==> src/rtl/hazard_ctrl.sv <==
// Load-use hazard detection and branch/jump redirect sequencing for a 16-bit pipeline.
// Tracks the instruction in EX and drives the stall, redirect and flush controls.
module hazard_ctrl (
  input  logic        clk_i,
  input  logic        rst,
  input  logic        id_valid_i,
  input  logic [4:0]  id_rs_i,
  input  logic [4:0]  id_rt_i,
  input  logic        id_use_rs_i,
  input  logic        id_use_rt_i,
  input  logic [4:0]  id_rd_i,
  input  logic        id_we_i,
  input  logic        id_load_i,
  input  logic        id_jmp_i,
  input  logic [15:0] id_jmp_tgt_i,
  input  logic        ex_br_taken_i,
  input  logic [15:0] ex_br_tgt_i,
  output logic        haz_o,
  output logic [15:0] cnt_jmp_o,
  output logic        flush_o,
  output logic [15:0] stall_cnt_o,
  output logic        bad_tgt_o
);

  typedef enum logic [1:0] {
    ST_IDLE     = 2'd0,
    ST_REDIRECT = 2'd1,
    ST_FLUSH    = 2'd2
  } state_t;

  state_t      r_state;
  logic [4:0]  r_ex_rd;
  logic        r_ex_we;
  logic        r_ex_load;
  logic [15:0] r_tgt;
  logic [15:0] r_cnt_jmp;
  logic        r_flush;
  logic [15:0] r_stall_cnt;
  logic        r_bad_tgt;

  logic        w_idle;
  logic        w_rs_hit;
  logic        w_rt_hit;
  logic        w_haz;
  logic        w_take_br;
  logic        w_take_jmp;
  logic [15:0] w_tgt;
  logic [15:0] w_stall_nxt;

  assign w_idle      = (r_state == ST_IDLE);
  assign w_rs_hit    = id_use_rs_i && (id_rs_i == r_ex_rd);
  assign w_rt_hit    = id_use_rt_i && (id_rt_i == r_ex_rd);
  assign w_haz       = w_idle && id_valid_i && r_ex_load && r_ex_we &&
                       (r_ex_rd != 5'd0) && (w_rs_hit || w_rt_hit);
  // A taken branch in EX overrides a younger jump sitting in ID.
  assign w_take_br   = ex_br_taken_i;
  assign w_take_jmp  = id_valid_i && id_jmp_i && !w_haz;
  assign w_tgt       = w_take_br ? ex_br_tgt_i : id_jmp_tgt_i;
  assign w_stall_nxt = (w_haz && (r_stall_cnt != 16'hFFFF)) ? (r_stall_cnt + 16'd1) : r_stall_cnt;

  assign haz_o       = w_haz;
  assign cnt_jmp_o   = r_cnt_jmp;
  assign flush_o     = r_flush;
  assign stall_cnt_o = r_stall_cnt;
  assign bad_tgt_o   = r_bad_tgt;

  // EX shadow: accept the ID instruction only when nothing stalls or redirects.
  always_ff @(posedge clk_i or negedge rst) begin
    if (!rst) begin
      r_ex_rd   <= 5'd0;
      r_ex_we   <= 1'b0;
      r_ex_load <= 1'b0;
    end else if (w_idle && !w_haz) begin
      r_ex_rd   <= id_valid_i ? id_rd_i : 5'd0;
      r_ex_we   <= id_valid_i && id_we_i;
      r_ex_load <= id_valid_i && id_load_i;
    end else begin
      r_ex_rd   <= 5'd0;
      r_ex_we   <= 1'b0;
      r_ex_load <= 1'b0;
    end
  end

  // Stall cycle counter, saturating.
  always_ff @(posedge clk_i or negedge rst) begin
    if (!rst) begin
      r_stall_cnt <= 16'd0;
    end else begin
      r_stall_cnt <= w_stall_nxt;
    end
  end

  // Redirect sequencer with registered redirect/flush outputs.
  always_ff @(posedge clk_i or negedge rst) begin
    if (!rst) begin
      r_state   <= ST_IDLE;
      r_tgt     <= 16'd0;
      r_cnt_jmp <= 16'd0;
      r_flush   <= 1'b0;
      r_bad_tgt <= 1'b0;
    end else begin
      case (r_state)
        ST_IDLE: begin
          if (w_take_br || w_take_jmp) begin
            r_state   <= ST_REDIRECT;
            r_tgt     <= w_tgt;
            r_cnt_jmp <= w_tgt;
            r_flush   <= 1'b1;
            r_bad_tgt <= r_bad_tgt || (w_tgt == 16'd0);
          end else begin
            r_cnt_jmp <= 16'd0;
            r_flush   <= 1'b0;
          end
        end
        ST_REDIRECT: begin
          r_state   <= ST_FLUSH;
          r_cnt_jmp <= 16'd0;
          r_flush   <= 1'b1;
        end
        ST_FLUSH: begin
          r_state   <= ST_IDLE;
          r_cnt_jmp <= 16'd0;
          r_flush   <= 1'b0;
        end
        default: begin
          r_state   <= ST_IDLE;
          r_cnt_jmp <= 16'd0;
          r_flush   <= 1'b0;
        end
      endcase
    end
  end

endmodule

==> config.mk <==
export PLATFORM = sky130hd
export DESIGN_NAME = hazard_ctrl
export DESIGN_NICKNAME = d
export VERILOG_FILES = /design/src/rtl/hazard_ctrl.sv
export SDC_FILE = /design/constraint.sdc
export NUM_CORES = 1
export LEC_CHECK = 0
export BUFFER_PORTS_ARGS = -buffer_cell sky130_fd_sc_hd__buf_2
export CORE_MARGIN = 2
export CORE_UTILIZATION = 30
export DETAILED_ROUTE_END_ITERATION = 8
export HOLD_SLACK_MARGIN = 0.12
export SLEW_MARGIN = 10
export SYNTH_ARGS = -nofsm -noshare
export SYNTH_HDL_FRONTEND = slang
export SYNTH_SLANG_ARGS = --single-unit
==> constraint.sdc <==
create_clock -name clk_i -period 2.3 [get_ports clk_i]
set_input_delay 0.115 -clock clk_i [delete_from_list [all_inputs] [get_ports clk_i]]
set_output_delay 0.115 -clock clk_i [all_outputs]
set_load 0.005 [all_outputs]
* Word-level counts from Yosys, hierarchy flattened
Index checks and enable logic that the tools add are counted.
Cells by class: add/sub/neg operators 1, multiply operators 0, divide/modulo/power cells 0, $lt $le $gt $ge 0, eq/ne operators 5, shifts and indexed selects 0, multiplexer cells 11, bitwise logic cells 0, reductions and logical operators 21
Operators by type and width (count):
- 16-bit 2-to-1 mux | 3
- 16-bit by 1-bit adder with 16-bit output (second input constant) | 1
- 16-bit logical NOT | 1
- 16-bit inequality test (second input constant) | 1
- 1-bit logical AND | 13
- 5-bit equality test | 2
- 5-bit 2-to-1 mux | 2
- 5-bit nonzero test | 1
- 2-bit one-hot mux with 2 select lines | 1
- 1-bit logical OR | 3
- 1-bit 2-to-1 mux | 3
- 2-bit by 1-bit equality test with 1-bit output (second input constant) | 1
- 2-bit logical NOT | 1
- 2-bit 2-to-1 mux | 1
- 2-bit by 1-bit inequality test with 1-bit output (second input constant) | 1
- 1-bit one-hot mux with 2 select lines | 1
- 2-bit AND reduction | 1
- 1-bit logical NOT | 1
Word-level totals: register bits 43, latch bits 0, bits in writable memories 0, bits in read-only memories 0, bits of input ports 56, output and inout port bits 35, logic and storage cells 46, memories kept 0

* Depth between registers and ports, before layout
depth after elaboration 11, gate-level depth with buffers 7, mapped depth without buffers 6

* Least setup slack after synthesis
Ideal clock, no wire load.
kind reg-to-reg, start point register r_ex_rd[0], end point register r_cnt_jmp[10] (netlist: cnt_jmp_o[10]), setup time 0.071 ns, data arrival time 2.002 ns, required time 2.229 ns, setup slack 0.227 ns, stages on the path, launching flop included 8, path buffers 2, period minus slack after synthesis 2.073 ns, cell sequence dfrtp_1 or4_4 o2111ai_4 nor2_2 a2111o_1 buf_6 buf_12 nor2_4
Between the ends: word-level cells in the longest chain between the ends 9, elaborated cells between the ends (all ways) 13, those cells by class eq/ne: 2; mux: 2; reduce/logical: 9
Ends and longest elaborated chain:
- start: declaration | RTL line 32 | logic [4:0] r_ex_rd;
- start signal: assignment | RTL line 74 | r_ex_rd <= id_valid_i ? id_rd_i : 5'd0;
- 5-bit equality test, on equally long branches | RTL line 51, 52
- 1-bit logical AND, on equally long branches | RTL line 51, 52
- 1-bit logical OR | RTL line 54 | (r_ex_rd != 5'd0) && (w_rs_hit || w_rt_hit);
- 1-bit logical AND * | RTL line 54
- 1-bit logical NOT * | RTL line 57 | assign w_take_jmp = id_valid_i && id_jmp_i && !w_haz;
- 1-bit logical AND * | RTL line 57
- 1-bit logical OR * | RTL line 104 | if (w_take_br || w_take_jmp) begin
- 16-bit 2-to-1 mux * | RTL line 104
- 16-bit 2-to-1 mux * | RTL line 102 | case (r_state)
- end signal: assignment | RTL line 107 | r_cnt_jmp <= w_tgt;
- end: declaration | RTL line 36 | logic [15:0] r_cnt_jmp;
Every way passes the cells marked *; elsewhere a longest branch is shown, timed or not. A chain may end at the register's enable or synchronous reset.

* Worst setup path after layout
start point register r_ex_rd[0], end point output port haz_o
Between the ends: word-level cells in the longest chain between the ends 4, elaborated cells between the ends (all ways) 8, those cells by class eq/ne: 2; reduce/logical: 6
Ends and longest elaborated chain:
- 5-bit equality test, on equally long branches | RTL line 51, 52
- 1-bit logical AND, on equally long branches | RTL line 51, 52
- 1-bit logical OR | RTL line 54
- 1-bit logical AND * | RTL line 54
- end: declaration | RTL line 18 | output logic haz_o,
Marked as above.

==> flow_metrics.py <==
metrics = {
    "die": {
        "die_area_sq_um": 7870,
        "initial_util_pct": 31.3,
        "io_pins": 91,
        "fp.dieW_um": 88.7,
        "fp.coreArea_sq_um": 6870,
        "std_cell_rows": 30,
        "die_h_um": 88.7,
    },
    "placement": {
        "port_buffers": 90,
        "dp_hpwl_um": 3770,
        "dpl_cell_area_sq_um": 2730,
        "finalWeightedCongestion": 0.833,
    },
    "run_status": {
        "result_of_the_run": "finished clean",
    },
    "critical_path": {
        "reg2reg_depth": 6,
        "r2r_start": "r_ex_rd[0]",
        "crit_required_ns": 2.18,
        "startpoint_type": "flop",
        "critPathCaptureType": "output port",
        "critical_path.max_fanout": 5,
        "r2r_setup_slack_ns": 0.23,
        "reg2reg_to": "bad_tgt_o",
        "cp_data_arrival_time_ns": 1.99,
        "timing.setup.critical_path_class": "reg2out",
    },
    "timing": {
        "post-route-period-util_pct": 91.4,
        "fin_setup_tns_ns": 0,
        "maxSlewViolCount": 0,
        "worstMarginPinSlew_ns": 0.939,
        "max_freq_ghz": 0.475,
        "maxSlewHeadroom_pct": 37.4,
        "setup_viol_count_final": 0,
        "finalHoldViolations": 0,
        "layout_min_cycle_time_ns": 2.10,
        "rsz_0062_raised_after_global_routing": "no",
        "clock_skew_ns": 0.00717,
    },
    "hold_path": {
        "worst_hold_path.endpoint": "cnt_jmp_o[8]",
        "worst_hold_path_type": "in2reg",
        "hold_path_depth": 3,
        "holdCritStartpoint": "id_jmp_tgt_i[8]",
    },
    "yosys": {
        "synth_area_sq_um": 2150,
        "synthAdderAreaFrac_pct": 0.581,
        "ys_warn_count": 0,
        "ys_seq_elements": 43,
        "synth.top_cell.area_share_pct": 50.0,
        "postSynth.topFlopCell": "sky130_fd_sc_hd__dfrtp_1",
        "synthesis.instances": 187,
        "syn-num-nets": 244,
        "synth-edff-count": 0,
        "synth-simple-area-share_pct": 23.8,
        "main_combinational_cell_family_by_area_after_synthesis": "simple AND/OR/NAND/NOR gates",
        "synth_area_leader_cell": "sky130_fd_sc_hd__dfrtp_1",
        "synth-xor-area-share_pct": 10.2,
        "synth-seq-area-share_pct": 50.0,
        "synth_compound_area_share_pct": 4.77,
        "synth_top_cells_by_area": "sky130_fd_sc_hd__dfrtp_1, sky130_fd_sc_hd__xnor2_1, sky130_fd_sc_hd__mux2i_1",
        "post_synth_num_cell_types": 37,
        "asyncSetResetFlopFracSynth_pct": 100,
        "synth.area.mux_share_pct": 7.97,
        "synth_area_per_cell_sq_um": 11.5,
    },
    "drt": {
        "dr_total_vias": 1864,
        "route.antenna.remaining_nets": 0,
        "routed_via_density": 4.55,
        "drt-initial-drc-count": 25,
        "remaining_drc_errors": 0,
        "drt_pre_antenna_iters": 4,
        "routed_wl_um": 5110,
        "drt-wirelength-per-cell_um": 12.5,
    },
    "clocking": {
        "cts_hold_buf": 29,
        "tritoncts": "done",
        "worst_skew_pair_later_pin_latency_ns": 0.29,
        "h-tree-depth": 2,
        "cts-resized-gates": 0,
        "cts.sinks": 43,
        "path_clk_slew_ns": 0.08,
        "clockBufferDepth": 2,
        "cts_buffers": 5,
        "post_cts_setup_buffer_count": 0,
        "cts_root_buf": "sky130_fd_sc_hd__clkbuf_8",
    },
    "finish": {
        "finish.instance_area_sq_um": 3140,
        "final_layout_size_suffix_gt1_share_pct": 37.3,
        "antenna_cells": 0,
        "nFillCells": 660,
        "area_delta_synth_final_pct": 45.9,
        "fin_nets": 371,
    },
    "power_and_ir_drop": {
        "power.ir.vdd_worst_uv": 254,
        "p_leak_nw": 1.54,
        "cellPowerDensity_nw_per_um2": 654,
        "fin_total_pwr_w": 0.00206,
    },
    "flow_run": {
        "maxCapViolations": 0,
    },
    "grt": {
        "overflow": 0,
        "pin_count_of_the_biggest_net_entering_global_routing": 44,
        "gr-usage-all-layers_pct": 13.7,
        "grt_pass1_vias": 1809,
        "global_route_wire_length_before_repair_um": 8140,
        "grt_antenna_before_repair": 0,
    },
}
## how the worst max path moves through the flow
| stage | from | endpoint | cells past startpoint |
|---|---|---|---|
| 2_1_floorplan | r_ex_rd[0] | cnt_jmp_o[10] | 7 |
| 3_3_place_gp | r_ex_rd[0] | bad_tgt_o | 6 |
| 3_5_place_dp | r_ex_rd[0] | bad_tgt_o | 6 |
| 4_1_cts | r_ex_rd[0] | haz_o | 6 |
| 5_1_grt | r_ex_rd[0] | haz_o | 6 |
| 6_report | r_ex_rd[0] | haz_o | 6 |
## routing by layer
layer | vias to the layer above | wire length (um) | global-route usage (%)
met5 | - | 0 | 0
met4 | 0 | 48 | 4.13
li1 | 926 | - | -
met3 | 4 | 478 | 5.50
met2 | 75 | 2410 | 22.9
met1 | 859 | 2170 | 16.1
## cells in the mapped netlist, types with 3 or more instances
library cell and number:
sky130_fd_sc_hd__nor4_1 4, sky130_fd_sc_hd__mux2i_1 16, sky130_fd_sc_hd__nand3_1 5, sky130_fd_sc_hd__and2_1 9
sky130_fd_sc_hd__xnor2_1 25, sky130_fd_sc_hd__and3_1 5, sky130_fd_sc_hd__nor2_4 9, sky130_fd_sc_hd__nand2_1 11
sky130_fd_sc_hd__inv_1 3, sky130_fd_sc_hd__dfrtp_1 43, sky130_fd_sc_hd__nand4_1 14, sky130_fd_sc_hd__clkbuf_1 3
sky130_fd_sc_hd__nor2_1 11
## layout make-up
cell class,count,area (sq um),share of cell area (%)
sequential,43,1080,34.3
multi-input combinational,135,1020,32.4
clock inverter,2,37.5,1.20
timing repair buffer,126,808,25.7
tap,96,120,3.82
clock buffer,5,68.8,2.19
inverter,3,11.3,0.359
## kinds of logic (layout without fill, tap and decap cells)
logic type,count (synthesis),in the layout
AO/OA/AOI/OAI,11,11
buffers and inverters,9,136
AND/OR/NAND/NOR,81,81
multiplexers,17,17
adder cells (fa/ha/maj),1,1
flip-flops,43,43
XOR/XNOR,25,25
## critical path: stages (launching register included)
cell and delay, ns:
sky130_fd_sc_hd__dfrtp_1 0.42, sky130_fd_sc_hd__or4_4 0.56, sky130_fd_sc_hd__o2111ai_4 0.21, sky130_fd_sc_hd__buf_4 0.17, sky130_fd_sc_hd__inv_1 0.05, sky130_fd_sc_hd__and2_1 0.16
sky130_fd_sc_hd__buf_2 0.13
## placed cells by master, fill, tap and decap left out, types with 4 or more instances in the layout
master,count
sky130_fd_sc_hd__buf_2,90
sky130_fd_sc_hd__dfrtp_1,43
sky130_fd_sc_hd__dlygate4sd3_1,30
sky130_fd_sc_hd__xnor2_1,25
sky130_fd_sc_hd__mux2i_1,16
sky130_fd_sc_hd__nand4_1,14
sky130_fd_sc_hd__nand2_1,11
sky130_fd_sc_hd__nor2_1,11
sky130_fd_sc_hd__and2_1,9
sky130_fd_sc_hd__nor2_4,9
sky130_fd_sc_hd__nand3_1,5
sky130_fd_sc_hd__and3_1,5
sky130_fd_sc_hd__clkbuf_8,5
sky130_fd_sc_hd__buf_4,5
sky130_fd_sc_hd__nor4_1,4
## stage by stage
step / utilization [%] / hold slack (ns) / cells / setup WS (ns)
6_report: 45.7 / 0.127 / 410 / 0.197
5_1_grt: 45.7 / 0.131 / 410 / 0.0961
4_1_cts: 45.6 / 0.120 / 409 / 0.171
3_5_place_dp: 39.8 / 0.326 / 373 / 0.221
3_3_place_gp: 39.8 / 0.316 / 373 / 0.261
2_1_floorplan: - / -0.181 / 187 / 0.227
## sequential cells by signal, indices dropped and copies added (netlist names)
name	count
stall_cnt_o	16
r_state	2
r_ex_rd	5
cnt_jmp_o	16
bad_tgt_o	1
flush_o	1
r_ex_load	1
r_ex_we	1
## power by group
part           switching [W]  internal [W]
logic               0.000260      0.000295
clock network       0.000246      0.000317
registers          0.0000680      0.000869
total               0.000574       0.00148
Note: power is estimated with default switching activity, not from simulation.
